**config.mk**
```make
export PLATFORM = sky130hd
export DESIGN_NAME = fft_twiddle_seq_flat
export DESIGN_NICKNAME = d
export VERILOG_FILES = /design/src/rtl/fft_twiddle_seq_if.sv /design/src/rtl/fft_twiddle_seq.sv /design/src/flat_wrapper.sv
export SDC_FILE = /design/constraint.sdc
export NUM_CORES = 1
export LEC_CHECK = 0
export ABC_CLOCK_PERIOD_IN_PS = 2200
export CORE_MARGIN = 8
export CORE_UTILIZATION = 44
export CTS_BUF_LIST = sky130_fd_sc_hd__clkbuf_8
export CTS_CLUSTER_SIZE = 24
export DETAILED_ROUTE_END_ITERATION = 10
export DONT_BUFFER_PORTS = 1
export PLACE_DENSITY = 0.63
export SLEW_MARGIN = 20
export SYNTH_ARGS = -nofsm -noshare
export SYNTH_HDL_FRONTEND = slang
export SYNTH_SLANG_ARGS = --single-unit
```
**constraint.sdc**
```tcl
create_clock -name clk -period 2.2 [get_ports clk]
set_input_delay 0.44 -clock clk [delete_from_list [all_inputs] [get_ports clk]]
set_output_delay 0.44 -clock clk [all_outputs]
set_load 0.02 [all_outputs]
```
**src/rtl/fft_twiddle_seq_if.sv**
```systemverilog
// Butterfly descriptor handshake bundle for fft_twiddle_seq.
// master drives the descriptor, slave returns out_ready.
interface fft_twiddle_seq_if #(
  parameter int LOG2N = 3,
  parameter int DW    = 8
);
  localparam int SW = (LOG2N > 1) ? $clog2(LOG2N) : 1;

  logic             out_valid;
  logic             out_ready;
  logic [DW-1:0]    tw_re;
  logic [DW-1:0]    tw_im;
  logic [LOG2N-1:0] idx_a;
  logic [LOG2N-1:0] idx_b;
  logic [SW-1:0]    stage;

  modport master (
    output out_valid,
    output tw_re,
    output tw_im,
    output idx_a,
    output idx_b,
    output stage,
    input  out_ready
  );

  modport slave (
    input  out_valid,
    input  tw_re,
    input  tw_im,
    input  idx_a,
    input  idx_b,
    input  stage,
    output out_ready
  );
endinterface

```
**src/rtl/fft_twiddle_seq.sv**
```systemverilog
// Radix-2 DIT twiddle-fetch sequencer: walks stages/butterflies, reads ROM.
// FFT_TWIDDLE_CONJ_EN: capture saturated -tw_im_in (inverse FFT).
module fft_twiddle_seq #(
  parameter int LOG2N = 3,
  parameter int DW    = 8
) (
  input  logic             clk,
  input  logic             rst_n,
  input  logic             start,
  output logic             busy,
  output logic             done,
  output logic [LOG2N-1:0] tw_addr,
  input  logic [DW-1:0]    tw_re_in,
  input  logic [DW-1:0]    tw_im_in,
  fft_twiddle_seq_if.master dsc
);
  localparam int SW = (LOG2N > 1) ? $clog2(LOG2N) : 1;
  localparam int N  = 1 << LOG2N;
  localparam logic [LOG2N-1:0] JMAX  = LOG2N'(N / 2 - 1);
  localparam logic [SW-1:0]    SLAST = SW'(LOG2N - 1);

  typedef enum logic [1:0] {
    IDLE, ISSUE, CAPTURE, VALID
  } state_t;

  state_t state_q, state_d;

  logic [SW-1:0]    s_q;
  logic [LOG2N-1:0] j_q;
  logic             busy_q, done_q, valid_q;
  logic [LOG2N-1:0] addr_q;
  logic [DW-1:0]    re_q, im_q;
  logic [LOG2N-1:0] ia_q, ib_q;
  logic [SW-1:0]    stage_q;

  logic [LOG2N-1:0] half, pos, grp, ia, ib;
  logic [LOG2N-1:0] j_nx, addr_nx;
  logic [SW-1:0]    s_nx;
  logic             last, accept;
  logic [DW-1:0]    im_cap;

  function automatic logic [LOG2N-1:0] addr_of(
    input logic [SW-1:0]    sv,
    input logic [LOG2N-1:0] jv
  );
    logic [LOG2N-1:0] m;
    m = (LOG2N'(1) << sv) - LOG2N'(1);
    return (jv & m) << (SLAST - sv);
  endfunction

  always_comb begin
    half    = LOG2N'(1) << s_q;
    pos     = j_q & (half - LOG2N'(1));
    grp     = j_q >> s_q;
    ia      = ((grp << s_q) << 1) | pos;
    ib      = ia + half;
    last    = (s_q == SLAST) && (j_q == JMAX);
    j_nx    = (j_q == JMAX) ? '0 : j_q + LOG2N'(1);
    s_nx    = (j_q == JMAX) ? s_q + SW'(1) : s_q;
    addr_nx = addr_of(s_nx, j_nx);
  end

`ifdef FFT_TWIDDLE_CONJ_EN
  // Most-negative value has no positive twin; clamp to max.
  always_comb begin
    if (tw_im_in == {1'b1, {(DW-1){1'b0}}})
      im_cap = {1'b0, {(DW-1){1'b1}}};
    else
      im_cap = -tw_im_in;
  end
`else
  always_comb im_cap = tw_im_in;
`endif

  // Start is ignored in the done cycle even though FSM is back in IDLE.
  assign accept = start && !done_q;

  always_ff @(posedge clk or negedge rst_n) begin
    if (!rst_n) state_q <= IDLE;
    else        state_q <= state_d;
  end

  always_comb begin
    state_d = state_q;
    unique case (state_q)
      IDLE:    if (accept) state_d = ISSUE;
      ISSUE:   state_d = CAPTURE;
      CAPTURE: state_d = VALID;
      VALID: begin
        if (dsc.out_ready)
          state_d = last ? IDLE : ISSUE;
      end
    endcase
  end

  always_ff @(posedge clk or negedge rst_n) begin
    if (!rst_n) begin
      s_q     <= '0;
      j_q     <= '0;
      busy_q  <= 1'b0;
      done_q  <= 1'b0;
      valid_q <= 1'b0;
      addr_q  <= '0;
      re_q    <= '0;
      im_q    <= '0;
      ia_q    <= '0;
      ib_q    <= '0;
      stage_q <= '0;
    end else begin
      done_q <= 1'b0;
      unique case (state_q)
        IDLE: begin
          if (accept) begin
            s_q    <= '0;
            j_q    <= '0;
            addr_q <= '0;
            busy_q <= 1'b1;
          end
        end
        ISSUE: ;
        CAPTURE: begin
          re_q    <= tw_re_in;
          im_q    <= im_cap;
          ia_q    <= ia;
          ib_q    <= ib;
          stage_q <= s_q;
          valid_q <= 1'b1;
        end
        VALID: begin
          if (dsc.out_ready) begin
            valid_q <= 1'b0;
            if (last) begin
              busy_q <= 1'b0;
              done_q <= 1'b1;
            end else begin
              s_q    <= s_nx;
              j_q    <= j_nx;
              addr_q <= addr_nx;
            end
          end
        end
      endcase
    end
  end

  assign busy          = busy_q;
  assign done          = done_q;
  assign tw_addr       = addr_q;
  assign dsc.out_valid = valid_q;
  assign dsc.tw_re     = re_q;
  assign dsc.tw_im     = im_q;
  assign dsc.idx_a     = ia_q;
  assign dsc.idx_b     = ib_q;
  assign dsc.stage     = stage_q;
endmodule
```
**src/flat_wrapper.sv**
```systemverilog
// flat-port wrapper written by rule: the top's interface ports become plain ports
module fft_twiddle_seq_flat 
#(
  parameter int LOG2N = 3,
  parameter int DW    = 8
)
  (clk, rst_n, start, busy, done, tw_addr, tw_re_in, tw_im_in, dsc_out_valid, dsc_tw_re, dsc_tw_im, dsc_idx_a, dsc_idx_b, dsc_stage, dsc_out_ready);
  fft_twiddle_seq_if #(.LOG2N(LOG2N), .DW(DW)) dsc_i ();
  input  logic clk;
  input  logic rst_n;
  input  logic start;
  output logic busy;
  output logic done;
  output logic [LOG2N-1:0] tw_addr;
  input  logic [DW-1:0] tw_re_in;
  input  logic [DW-1:0] tw_im_in;
  output wire logic [$bits(dsc_i.out_valid)-1:0] dsc_out_valid;
  output wire logic [$bits(dsc_i.tw_re)-1:0] dsc_tw_re;
  output wire logic [$bits(dsc_i.tw_im)-1:0] dsc_tw_im;
  output wire logic [$bits(dsc_i.idx_a)-1:0] dsc_idx_a;
  output wire logic [$bits(dsc_i.idx_b)-1:0] dsc_idx_b;
  output wire logic [$bits(dsc_i.stage)-1:0] dsc_stage;
  input wire logic [$bits(dsc_i.out_ready)-1:0] dsc_out_ready;
  assign dsc_out_valid = dsc_i.out_valid;
  assign dsc_tw_re = dsc_i.tw_re;
  assign dsc_tw_im = dsc_i.tw_im;
  assign dsc_idx_a = dsc_i.idx_a;
  assign dsc_idx_b = dsc_i.idx_b;
  assign dsc_stage = dsc_i.stage;
  assign dsc_i.out_ready = dsc_out_ready;
  fft_twiddle_seq #(.LOG2N(LOG2N), .DW(DW)) u_core (.clk(clk), .rst_n(rst_n), .start(start), .busy(busy), .done(done), .tw_addr(tw_addr), .tw_re_in(tw_re_in), .tw_im_in(tw_im_in), .dsc(dsc_i));
endmodule
```
==> impl_metrics.csv <==
group,metric,value,unit
cells_and_area,n_fill_cell,315,
pwr,power_frac_comb,31.7,%
logic_synthesis,synth_area_per_cell,12.7,µm²
worst_setup_path,reg2reg_from,"u_core.s_q[1]$_DFFE_PN0P_",
pwr,ir_worst_vdd,0.000591,V
worst_setup_path,path_max_fanout,6,
die,die_x,78.6,µm
status,outcome,"completed",
worst_setup_path,cp.required,2360,ps
drt,drtIter0Drc,72,
worst_setup_path,critPathKind,"reg -> reg",
logic_synthesis,ys_types,40,
logic_synthesis,synth_edf_count,0,
placed_design,numPortBuffers,0,
global_routing,grt_usage,12.4,%
logic_synthesis,synth_top_area_share,53.8,%
worst_hold_path,hp-class,"in -> reg",
pwr,power.internal,1920,µW
worst_setup_path,cp_common_cell,"xnor2_1",
drt,viasPerCell,5.50,
logic_synthesis,synth_area,1720,µm²
worst_hold_path,worstHoldStart,"dsc_out_ready",
timing,fmax,483,MHz
pwr,power-per-cell-area,1640,nW/µm²
logic_synthesis,seq_area_frac_synth,53.8,%
worst_setup_path,critPathTopFamily,"adder cells",
worst_setup_path,cpMaxStageDelayCell,"fa_1",
worst_setup_path,path_buf_inv,1,
drt,routedWlPerCell,18.5,µm
clocking,cts.path.max_buffers,2,
timing,tns,0,ps
timing,period_minus_slack,2070,ps
global_routing,grt-ovfl-total,0,
cells_and_area,postLayoutCoreUtil,52.3,%
cells_and_area,multi_input_area,743,µm²
worst_setup_path,r2r_cells,8,
drt,vias,1062,
worst_setup_path,start_kind,"register",
timing,timing.hold.ws,258,ps
pwr,cellLeakagePower,0.000866,µW
placed_design,place_hpwl,2640,µm
clocking,numCtsBuffers,5,
global_routing,grt_pass1_wl,6000,µm
run,drv_cap,0,
clocking,path_clk_slew,80,ps
pwr,power.switching,1270,µW
clocking,htreeDepth,2,
die,fp-row-count,22,
cells_and_area,synthToLayoutAreaGrowth,12.9,%
clocking,cts_tree,"done",
pwr,p_sw_share,39.9,%
worst_setup_path,path_cells,"inv_1 -> ha_1 -> xnor2_1 -> a32o_1 -> fa_1 -> xnor2_1 -> xnor2_1 -> a21oi_1",
timing,setup_violations,0,
worst_setup_path,arrival,2230,ps
logic_synthesis,synth_cells,136,
cells_and_area,nets,174,
logic_synthesis,synth_nets,166,
cells_and_area,seqCellArea,927,µm²
die,die_y,78.6,µm
drt,dr.pass1.iters,4,
drt,drc,0,
worst_hold_path,min_to,"u_core.dsc.out_valid$_DFFE_PN0P_",
global_routing,grt_pass1_vias,1132,
logic_synthesis,synthFlopType,"dfrtp_1",
clocking,clk_latency,290,ps
worst_setup_path,end_kind,"register",
global_routing,antenna_found_initial,0,
timing,final_max_slew_viol_count,0,
cells_and_area,final_layout_size_suffix_gt1_share,25.5,%
drt,postRouteAntennaNets,0,
die,core_area,3720,µm²
worst_setup_path,cp-startpoint,"u_core.s_q[1]$_DFFE_PN0P_",
timing,period_share,94.0,%
timing,hold_viol,0,
worst_setup_path,rrSetupSlack,130,ps
timing,finClkSkew,6.78,ps
pwr,seq_power_share,46.5,%
cells_and_area,antenna-diode-count,0,
logic_synthesis,ys_warn_count,0,
logic_synthesis,ys_seq_elements,37,
clocking,post_cts.repair.setup_buffers,0,
clocking,cts.sinks,37,
clocking,root_buffer,"clkbuf_8",
placed_design,place_congestion,0.851,
worst_hold_path,hold_depth,1,
logic_synthesis,async_flop_share,100,%
logic_synthesis,synth_top_cells_by_area,"dfrtp_1, mux2_2, ha_1, a21oi_1, a32o_1",
die,die_area,6170,µm²
pwr,p_clk_share,21.8,%
worst_setup_path,timing.rr.end,"u_core.dsc.idx_b[2]$_DFFE_PN0P_",
worst_setup_path,critPathMaxStageDelay,410,ps
drt,wirelength,3570,µm
global_routing,grt_max_degree,38,
die,initial_core_util,46.3,%
die,boundaryPins,50,
timing,rsz0062_at_grt,"no",
logic_synthesis,synth_top_area_cell,"dfrtp_1",
## state kept, by name, indices dropped and copies added, names as in the netlist
name	count
u_core.dsc.tw_im	8
u_core.dsc.tw_re	8
u_core.dsc.idx_a	3
u_core.dsc.idx_b	3
u_core.j_q	3
u_core.tw_addr	3
u_core.dsc.stage	2
u_core.s_q	2
u_core.state_q	2
u_core.busy	1
u_core.done	1
u_core.dsc.out_valid	1
## placed cells by master, fill, tap and decap left out, drive strengths merged, types with 3 or more instances in the layout
master | netlist | routed
a21oi | 9 | 9
o2bb2ai | 3 | 3
ha | 9 | 9
buf | 4 | 4
inv | 7 | 7
clkbuf | 0 | 5
nor2 | 8 | 8
dfrtp | 37 | 37
mux2 | 20 | 20
a32o | 3 | 3
xnor2 | 3 | 3
o21ai | 6 | 6
## power groups by stage
stage / logic, µW / clock network (µW) / registers (µW)
4_1_cts: 1020 / 712 / 1490
5_1_grt: 1140 / 743 / 1530
3_3_place_gp: 946 / 0 / 1480
3_5_place_dp: 997 / 0 / 1510
6_report: 1010 / 694 / 1480
2_1_floorplan: 831 / 0 / 1430
## synth_stat cells (2+ instances only)
master,instances
o2bb2ai_1,3
a22o_1,2
inv_1,6
dfrtp_1,37
xnor2_1,3
ha_1,9
a21oi_1,8
mux2_2,19
buf_2,3
and2_1,2
o21ai_1,4
a32o_1,3
nor2_1,8
nand2b_1,2
nand2_1,2
## kinds of logic (layout without fill, tap and decap cells)
logic type | count (synthesis) | after routing | share of synthesized area, %
flops | 37 | 37 | 53.8
compound gates | 31 | 31 | 13.2
simple gates | 22 | 22 | 6.83
mux | 21 | 21 | 13.7
buf+inv | 11 | 20 | 3.05
fa+ha+maj | 10 | 10 | 7.70
xor+xnor | 3 | 3 | 1.53
other cells | 1 | 1 | 0.218
## timing repair
action                                  CTS  global route
endpoints found under the hold margin    37             0
hold buffers                              2             0
endpoints found under the setup margin    0             1
resized for setup                         0             1
## worst max-delay path by stage
stage                     slack (ps)                               to  depth (start not counted)
final                            130  u_core.dsc.idx_b[2]$_DFFE_PN0P_                          8
after global routing               9  u_core.dsc.idx_b[2]$_DFFE_PN0P_                          8
after CTS                         90  u_core.dsc.idx_b[2]$_DFFE_PN0P_                          8
after detailed placement         110  u_core.dsc.idx_b[2]$_DFFE_PN0P_                          8
after global placement           210  u_core.dsc.idx_b[2]$_DFFE_PN0P_                          8
after floorplan                  170  u_core.dsc.idx_b[2]$_DFFE_PN0P_                          8
## layout make-up
cell class              count  share of cell area, %
flip-flops and latches     37                   47.7
multi-input cells          88                   38.2
clock buffers               5                   3.54
clock inverters             3                   3.35
well taps                  48                   3.09
repair buffers              5                   2.70
inverters                   7                   1.35
## metal layers
layer  part of all wire, %  global-route usage, %  vias up
li1                      -                      -      497
met4                   2.0                   5.00        0
met1                    40                   13.8      522
met5                     0                      0        -
met2                    49                   19.6       35
met3                   9.4                   6.26        8
## per-stage QoR
step           worst slack (ps)  cell area, µm²  power (µW)  std cells
3_3_place_gp                210            1780        2430        183
5_1_grt                    9.07            1940        3410        193
3_5_place_dp                106            1780        2510        183
4_1_cts                    89.8            1940        3230        193
6_report                    131            1940        3190        193
2_1_floorplan               171            1720        2260        136
(Power assumes the default switching activity.)
